<file path="src/rtl/prewish5k_input_responder.sv">
// prewish5k_input_responder
// Owns the board's raw user inputs (main button on bit 0 plus up to seven
// further active-high lines). Each bit is synchronised and debounced on its
// own. The debounced state, ANDed with the requested mask, is returned to the
// initiator through a single-cycle STB_I -> STB_O request/acknowledge exchange.
// A free-running counter drives a heartbeat LED.

module prewish5k_input_responder #(
    parameter int unsigned DEBOUNCE_BITS = 4,
    parameter int unsigned ALIVE_BITS    = 22
) (
    input  logic       CLK_I,
    input  logic       RST_I,
    input  logic       STB_I,
    input  logic [7:0] DAT_I,
    output logic       STB_O,
    output logic [7:0] DAT_O,
    input  logic [7:0] i_inputs,
    output logic       o_alive
);

    localparam int unsigned NBITS = 8;

    // Handshake FSM encodings
    localparam logic [1:0] ST_IDLE = 2'd0;
    localparam logic [1:0] ST_BUSY = 2'd1;
    localparam logic [1:0] ST_ACK  = 2'd2;

    // Debounce counter saturation value: reaching it with a further
    // disagreement commits the new level instead of wrapping.
    localparam logic [DEBOUNCE_BITS-1:0] CNT_MAX = '1;

    // Two-stage synchroniser
    logic [NBITS-1:0] sync1_q;
    logic [NBITS-1:0] sync2_q;

    // Debounce state
    logic [NBITS-1:0]         stable_q;
    logic [NBITS-1:0]         stable_d;
    logic [DEBOUNCE_BITS-1:0] cnt_q [NBITS];
    logic [DEBOUNCE_BITS-1:0] cnt_d [NBITS];

    // Handshake state
    logic [1:0]       state_q;
    logic [1:0]       state_d;
    logic [NBITS-1:0] mask_q;
    logic [NBITS-1:0] mask_d;
    logic [NBITS-1:0] dat_q;
    logic [NBITS-1:0] dat_d;
    logic             stb_q;
    logic             stb_d;

    // Heartbeat
    logic [ALIVE_BITS-1:0] alive_q;
    logic [ALIVE_BITS-1:0] alive_d;

    // Bring the asynchronous pads into the CLK_I domain
    always_ff @(posedge CLK_I) begin
        if (RST_I) begin
            sync1_q <= '0;
            sync2_q <= '0;
        end else begin
            sync1_q <= i_inputs;
            sync2_q <= sync1_q;
        end
    end

    // Per-bit debounce: count consecutive disagreements, commit on saturation
    always_comb begin
        stable_d = stable_q;
        for (int unsigned n = 0; n < NBITS; n++) begin
            cnt_d[n] = '0;
            if (sync2_q[n] != stable_q[n]) begin
                if (cnt_q[n] == CNT_MAX) begin
                    stable_d[n] = sync2_q[n];
                    cnt_d[n]    = '0;
                end else begin
                    cnt_d[n] = cnt_q[n] + 1'b1;
                end
            end
        end
    end

    // Debounce registers
    always_ff @(posedge CLK_I) begin
        if (RST_I) begin
            stable_q <= '0;
            for (int unsigned n = 0; n < NBITS; n++) begin
                cnt_q[n] <= '0;
            end
        end else begin
            stable_q <= stable_d;
            for (int unsigned n = 0; n < NBITS; n++) begin
                cnt_q[n] <= cnt_d[n];
            end
        end
    end

    // Request/acknowledge sequencing; STB_I is only looked at in IDLE
    always_comb begin
        state_d = state_q;
        mask_d  = mask_q;
        dat_d   = dat_q;
        stb_d   = stb_q;
        case (state_q)
            ST_IDLE: begin
                if (STB_I) begin
                    mask_d  = DAT_I;
                    state_d = ST_BUSY;
                end
            end
            ST_BUSY: begin
                // Uses the pre-edge stable value; a commit on this same
                // edge shows up only in the following response.
                dat_d   = stable_q & mask_q;
                stb_d   = 1'b1;
                state_d = ST_ACK;
            end
            ST_ACK: begin
                stb_d   = 1'b0;
                state_d = ST_IDLE;
            end
            default: begin
                stb_d   = 1'b0;
                state_d = ST_IDLE;
            end
        endcase
    end

    // Handshake registers; reset aborts any transaction in flight
    always_ff @(posedge CLK_I) begin
        if (RST_I) begin
            state_q <= ST_IDLE;
            mask_q  <= '0;
            dat_q   <= '0;
            stb_q   <= 1'b0;
        end else begin
            state_q <= state_d;
            mask_q  <= mask_d;
            dat_q   <= dat_d;
            stb_q   <= stb_d;
        end
    end

    // Free-running heartbeat, wraps naturally
    always_comb begin
        alive_d = alive_q + 1'b1;
    end

    // Heartbeat register
    always_ff @(posedge CLK_I) begin
        if (RST_I) begin
            alive_q <= '0;
        end else begin
            alive_q <= alive_d;
        end
    end

    assign STB_O   = stb_q;
    assign DAT_O   = dat_q;
    assign o_alive = alive_q[ALIVE_BITS-1];

endmodule
</file>
<file path="config.mk">
export PLATFORM = sky130hd
export DESIGN_NAME = prewish5k_input_responder
export DESIGN_NICKNAME = d
export VERILOG_FILES = /design/src/rtl/prewish5k_input_responder.sv
export SDC_FILE = /design/constraint.sdc
export NUM_CORES = 1
export LEC_CHECK = 0
export ABC_AREA = 1
export CAP_MARGIN = 20
export CORE_MARGIN = 1
export CORE_UTILIZATION = 55
export DETAILED_ROUTE_END_ITERATION = 7
export DONT_BUFFER_PORTS = 1
export PLACE_DENSITY = 0.7
export SLEW_MARGIN = 20
export SYNTH_ARGS = -nofsm -noshare
export SYNTH_HDL_FRONTEND = slang
export SYNTH_SLANG_ARGS = --single-unit
</file>
<file path="constraint.sdc">
create_clock -name CLK_I -period 2.6 [get_ports CLK_I]
set_input_delay 0.26 -clock CLK_I [delete_from_list [all_inputs] [get_ports CLK_I]]
set_output_delay 0.26 -clock CLK_I [all_outputs]
set_load 0.02 [all_outputs]
</file>
Yosys cells after proc, flatten, opt, wreduce, memory -nomap -nowiden

Memory sizes are Yosys's and may differ from the RTL's.
Index checks and enable logic that the tools add are counted.

Word-level logic and storage cells: 92
Memories: 1
Register bits after elaboration: 65
Output and inout bits: 10
Memory bits (writable): 32

Add/subtract/negate cells: 9
Bitwise gates (word level): 9
Equal/unequal tests: 18
Reduce and logical (&&, ||, !) cells: 10
Multiplexer cells: 30

Memory list:

| name  | depth | bits a word | rd ports | clocked after memory_dff | wr ports | line | source |
|---|---|---|---|---|---|---|---|
| cnt_q | 8     | 4           | 8        | 0                        | 8        | 40   | `logic [DEBOUNCE_BITS-1:0] cnt_q [NBITS];` |

Operators with widths:

| kind                                                | number |
|---|---|
| 2-to-1 mux 4 bit                                    | 24 |
| adder 4 x 1 -> 4 bit, second input constant         | 8 |
| equality test 4 bit, second input constant          | 8 |
| adder 22 x 1 -> 22 bit, second input constant       | 1 |
| AND reduction 2 bit                                 | 9 |
| bitwise AND 8 bit                                   | 1 |
| != test 1 bit                                       | 8 |
| OR 1 bit                                            | 8 |
| case mux 2 bit (2 select lines)                     | 1 |
| 2-to-1 mux 1 bit                                    | 3 |
| equality test 2 x 1 -> 1 bit, second input constant | 1 |
| zero test 2 bit                                     | 1 |
| 2-to-1 mux 2 bit                                    | 1 |
| != test 2 bit, second input constant                | 1 |
| case mux 1 bit (2 select lines)                     | 1 |

Depth between registers and ports, before layout

Word-level depth: 4
Gate-level depth with buffers: 8

Worst setup path after synthesis

Ideal clock, no wire load.

Path kind: flip-flop to flip-flop
Start point: register alive_q[0]
End point: register alive_q[14]
Buffers on the path: 0
Data required time: 2.483 ns
Slack: 1.374 ns
Arrival: 1.109 ns
Cell stages (with the launch flop): 9
Cells stage by stage: dfxtp_1 > ha_1 > nand2_1 > nor2_4 > nand2_4 > nor2_8 > nand3_1 > nand2_1 > nor2_1

Cells in the longest elaborated chain, start to end: 1

Ends and longest elaborated chain:

| element                  | line | source |
|---|---|---|
| start: declaration       | 54   | `logic [ALIVE_BITS-1:0] alive_q;` |
| start signal: assignment | 155  | `alive_q <= alive_d;` |
| adder 22 x 1 -> 22 bit   | 147  | `alive_d = alive_q + 1'b1;` |

No other way between the ends.
A chain may end at the register's enable or synchronous reset.

Worst setup path after layout

Ends and elaborated chain as after synthesis.

==> metrics.csv <==
stage,metric,value,unit
placed_design,Setup Slack @ Placement,1250,ps
critical_path,worst endpoint required time,2830,ps
sta,Pins Over Slew Limit,0,
yosys,post-synth top area cell,dfxtp_1,
global_route,vias in the first global route,2586,
yosys,top cell type's share of synthesized area,52.3,%
die,Die Y,84.1,um
yosys,"Seq/Total Area, Yosys",52.3,%
sta,minimum clock period,1370,ps
yosys,#FFs+latches synth,97,
drt,drt total wl,6240,um
die,Row Count,29,
power_and_ir_drop,share of power burned in combinational logic,3.6,%
critical_path,delay of the slowest critical-path stage,370,ps
hold_path,hold depth,2,
yosys,synthesized area,3710,um2
critical_path,"most used cell, CP",nand2_1,
power_and_ir_drop,Sw Share,23.2,%
die,Starting Density,57.8,%
drt,iteration-0 DRC count of the detailed router,97,
sta,Finish-stage setup viols,0,
placed_design,Detailed Place HPWL,4210,um
power_and_ir_drop,Cell Int Power,1.95,mW
clock_tree,"CTS clk-pin slew, worst paths",90,ps
sta,Worst Tran Pin Value,597,ps
yosys,syn_nets,478,
yosys,Synth Instances,450,
critical_path,FF-to-FF End,alive_q[14],
clock_tree,CTS tree,built,
run_status,violated checks,DRC,
clock_tree,CTS-repair resized insts,0,
sta,ratio of final minimum period to clock period,52.6,%
critical_path,R2R Path Start,alive_q[0],
critical_path,worst path bufs/invs,0,
power_and_ir_drop,clock share of power,36.0,%
flow_run,max_cap viols,0,
drt,DR vias,2750,
critical_path,crit start category,register,
die,Die X-Extent,84.1,um
finish,FILL cells,559,
power_and_ir_drop,Net Sw Power,0.590,mW
critical_path,"setup slack, reg-to-reg",1230,ps
clock_tree,Clock Tree Root,clkbuf_8,
finish,layout cells sized above 1,7.49,%
yosys,Synth area leaders,"dfxtp_1, nor2_1, nand3_1, inv_1, nand2_1",
hold_path,worst hold endpoint,sync1_q[1],
run_status,status,"finished, violations left",
finish,antenna cell count,0,
die,core area,6420,um2
finish,area added between synthesis and finish,8.80,%
sta,post-route setup slack,1230,ps
yosys,syn avg cell area,8.24,um2
die,Top Ports,29,
hold_path,hold crit path type,input port to register,
global_route,pin count of the biggest net entering global routing,38,
sta,setup TNS,0,ps
placed_design,Placed Area,3770,um2
global_route,global route overflow,0,
drt,Antenna Nets Post-Route,0,
critical_path,critical path arrival,1600,ps
placed_design,GPL Wtd Cong,0.785,
power_and_ir_drop,VDD IR-drop max,0.509,mV
sta,hold slack,14.6,ps
drt,vias per inst,5.06,
yosys,Main synth FF type,dfxtp_1,
power_and_ir_drop,Tot Pwr,2.54,mW
critical_path,Worst R2R Path Depth,8,
drt,First-pass DRT Iterations,6,
clock_tree,CTS Buf Count,9,
critical_path,Setup crit end kind,register,
global_route,initial antenna violation count,1,
placed_design,# port buffers,0,
die,die area,7080,um2
power_and_ir_drop,Seq pwr share,60.4,%
drt,drt wl/cell,11.5,um
clock_tree,CTS Hold Buffers Added,8,
power_and_ir_drop,pwr dens,630,nW/um2
critical_path,CP top delay family,simple AND/OR/NAND/NOR gates,
critical_path,cell breakdown of the critical path,ha_1 > nand2_1 > nor2_4 > nand2_4 > nor2_8 > nand3_1 > nand2_1 > nor2_1,
clock_tree,CTS sink cnt,97,
clock_tree,Clock Path Buffers,2,
sta,Clock Skews,8.09,ps
yosys,Async SR Flop Fraction,0,%
power_and_ir_drop,Leak,1.69,nW
clock_tree,setup bufs post-CTS,0,
global_route,first-pass GRT wire length,11000,um
critical_path,CP max FO,6,
sta,Max Fclk,731,MHz
finish,Total Nets Final,490,
critical_path,WS Path Type,register to register,
finish,cell area after layout,4040,um2
yosys,Post-synth EDFFs,0,
hold_path,min-delay src,i_inputs[1],
clock_tree,htree depth,3,
clock_tree,clk_lat worst skew,360,ps
global_route,overall routing resource usage,19.5,%
critical_path,slowest CP cell,dfxtp_1,
yosys,Synth cell types,26,
drt,DRC,6,
sta,"Hold Vio Cnt, Final",0,
sta,relative slew slack,60.1,%
sta,RSZ-0062 raised after global routing,no,
yosys,Synth warnings,0,
Yosys cell counts, types with 5 or more instances:
library cell	number
inv_1	50
dfxtp_1	97
buf_2	6
o21ai_1	9
a21oi_1	27
nor2_1	93
o211ai_1	6
xor2_1	13
nand2_1	48
xnor2_1	6
o21ai_0	12
nor2_4	5
ha_1	9
nor3_1	5
nand3_1	41
inv_2	5
flip-flops by register name (all words and copies together) (netlist names):
name,flops
DAT_O,8
STB_O,1
stable_q,8
cnt_q,32
mask_q,8
sync2_q,8
alive_q,22
state_q,2
sync1_q,8
power groups by stage:
| stage | registers (mW) | clock network (mW) | logic [mW] |
|---|---|---|---|
| after CTS | 1.54 | 0.942 | 0.0955 |
| after detailed placement | 1.57 | 0 | 0.0785 |
| final | 1.54 | 0.915 | 0.0928 |
| after global routing | 1.54 | 0.996 | 0.109 |
| after floorplan | 1.57 | 0 | 0.0713 |
| after global placement | 1.57 | 0 | 0.0744 |
metrics by stage:
| stage | utilization (%) | cells |
|---|---|---|
| 3_3_place_gp | 58.7 | 520 |
| 6_report | 62.8 | 544 |
| 3_5_place_dp | 58.7 | 520 |
| 5_1_grt | 62.8 | 544 |
| 2_1_floorplan | - | 450 |
| 4_1_cts | 62.9 | 544 |
routing by layer:
layer | vias up | track usage [%] | share of wire [%]
li1 | 1458 | - | -
met1 | 1236 | 23.0 | 44
met2 | 45 | 32.5 | 47
met3 | 9 | 7.08 | 6.6
met4 | 2 | 7.68 | 1.4
met5 | - | 0 | 0.21
worst max-delay path by stage:
stage / start / end / cells after the start
CTS: RST_I / DAT_O[3] / 4
global route: alive_q[0] / alive_q[18] / 8
floorplan: alive_q[0] / alive_q[14] / 8
global placement: alive_q[0] / alive_q[16] / 8
detailed placement: alive_q[0] / alive_q[18] / 8
finish: alive_q[0] / alive_q[14] / 8
kinds of logic (layout without fill, tap and decap cells):
logic type	count (synthesis)	in the layout	share of synthesized area, %
simple gates	206	206	25.5
flops	97	97	52.3
buf+inv	63	80	6.58
compound gates	56	56	8.09
xor+xnor	19	19	4.49
fa+ha+maj	9	9	3.04
cell usage in the layout (no fill, tap or decap):
cell / Yosys / layout
dfxtp_1: 97 / 97
nor2_1: 93 / 93
inv_1: 50 / 50
nand2_1: 48 / 48
nand3_1: 41 / 41
a21oi_1: 27 / 27
xor2_1: 13 / 13
o21ai_0: 12 / 12
clkbuf_8: 0 / 11
o21ai_1: 9 / 9
ha_1: 9 / 9
dlygate4sd3_1: 0 / 7
o211ai_1: 6 / 6
xnor2_1: 6 / 6
inv_2: 5 / 5
nor2_4: 5 / 5
nor3_1: 5 / 5
nand4_1: 4 / 4
nand2_4: 2 / 2
nor2_8: 2 / 2
and2_1: 2 / 2
nor2_2: 2 / 2
o21a_1: 2 / 2
clkinvlp_4: 0 / 2
clkinv_1: 1 / 1
nand3_2: 1 / 1
nand2_2: 1 / 1
clkinv_2: 0 / 1
clkinv_4: 0 / 1
inv_6: 0 / 1
buf_2: 6 / 1
layout make-up:
class                   instances  area (um2)  area share [%]
multi-input cells             290        1520            37.8
well taps                      77        96.3            2.39
repair buffers                  8        75.1            1.86
flip-flops and latches         97        1940            48.1
inverters                      56         210            5.21
clock buffers                  11         151            3.75
clock inverters                 5        37.5           0.930
(Power assumes the default switching activity.)
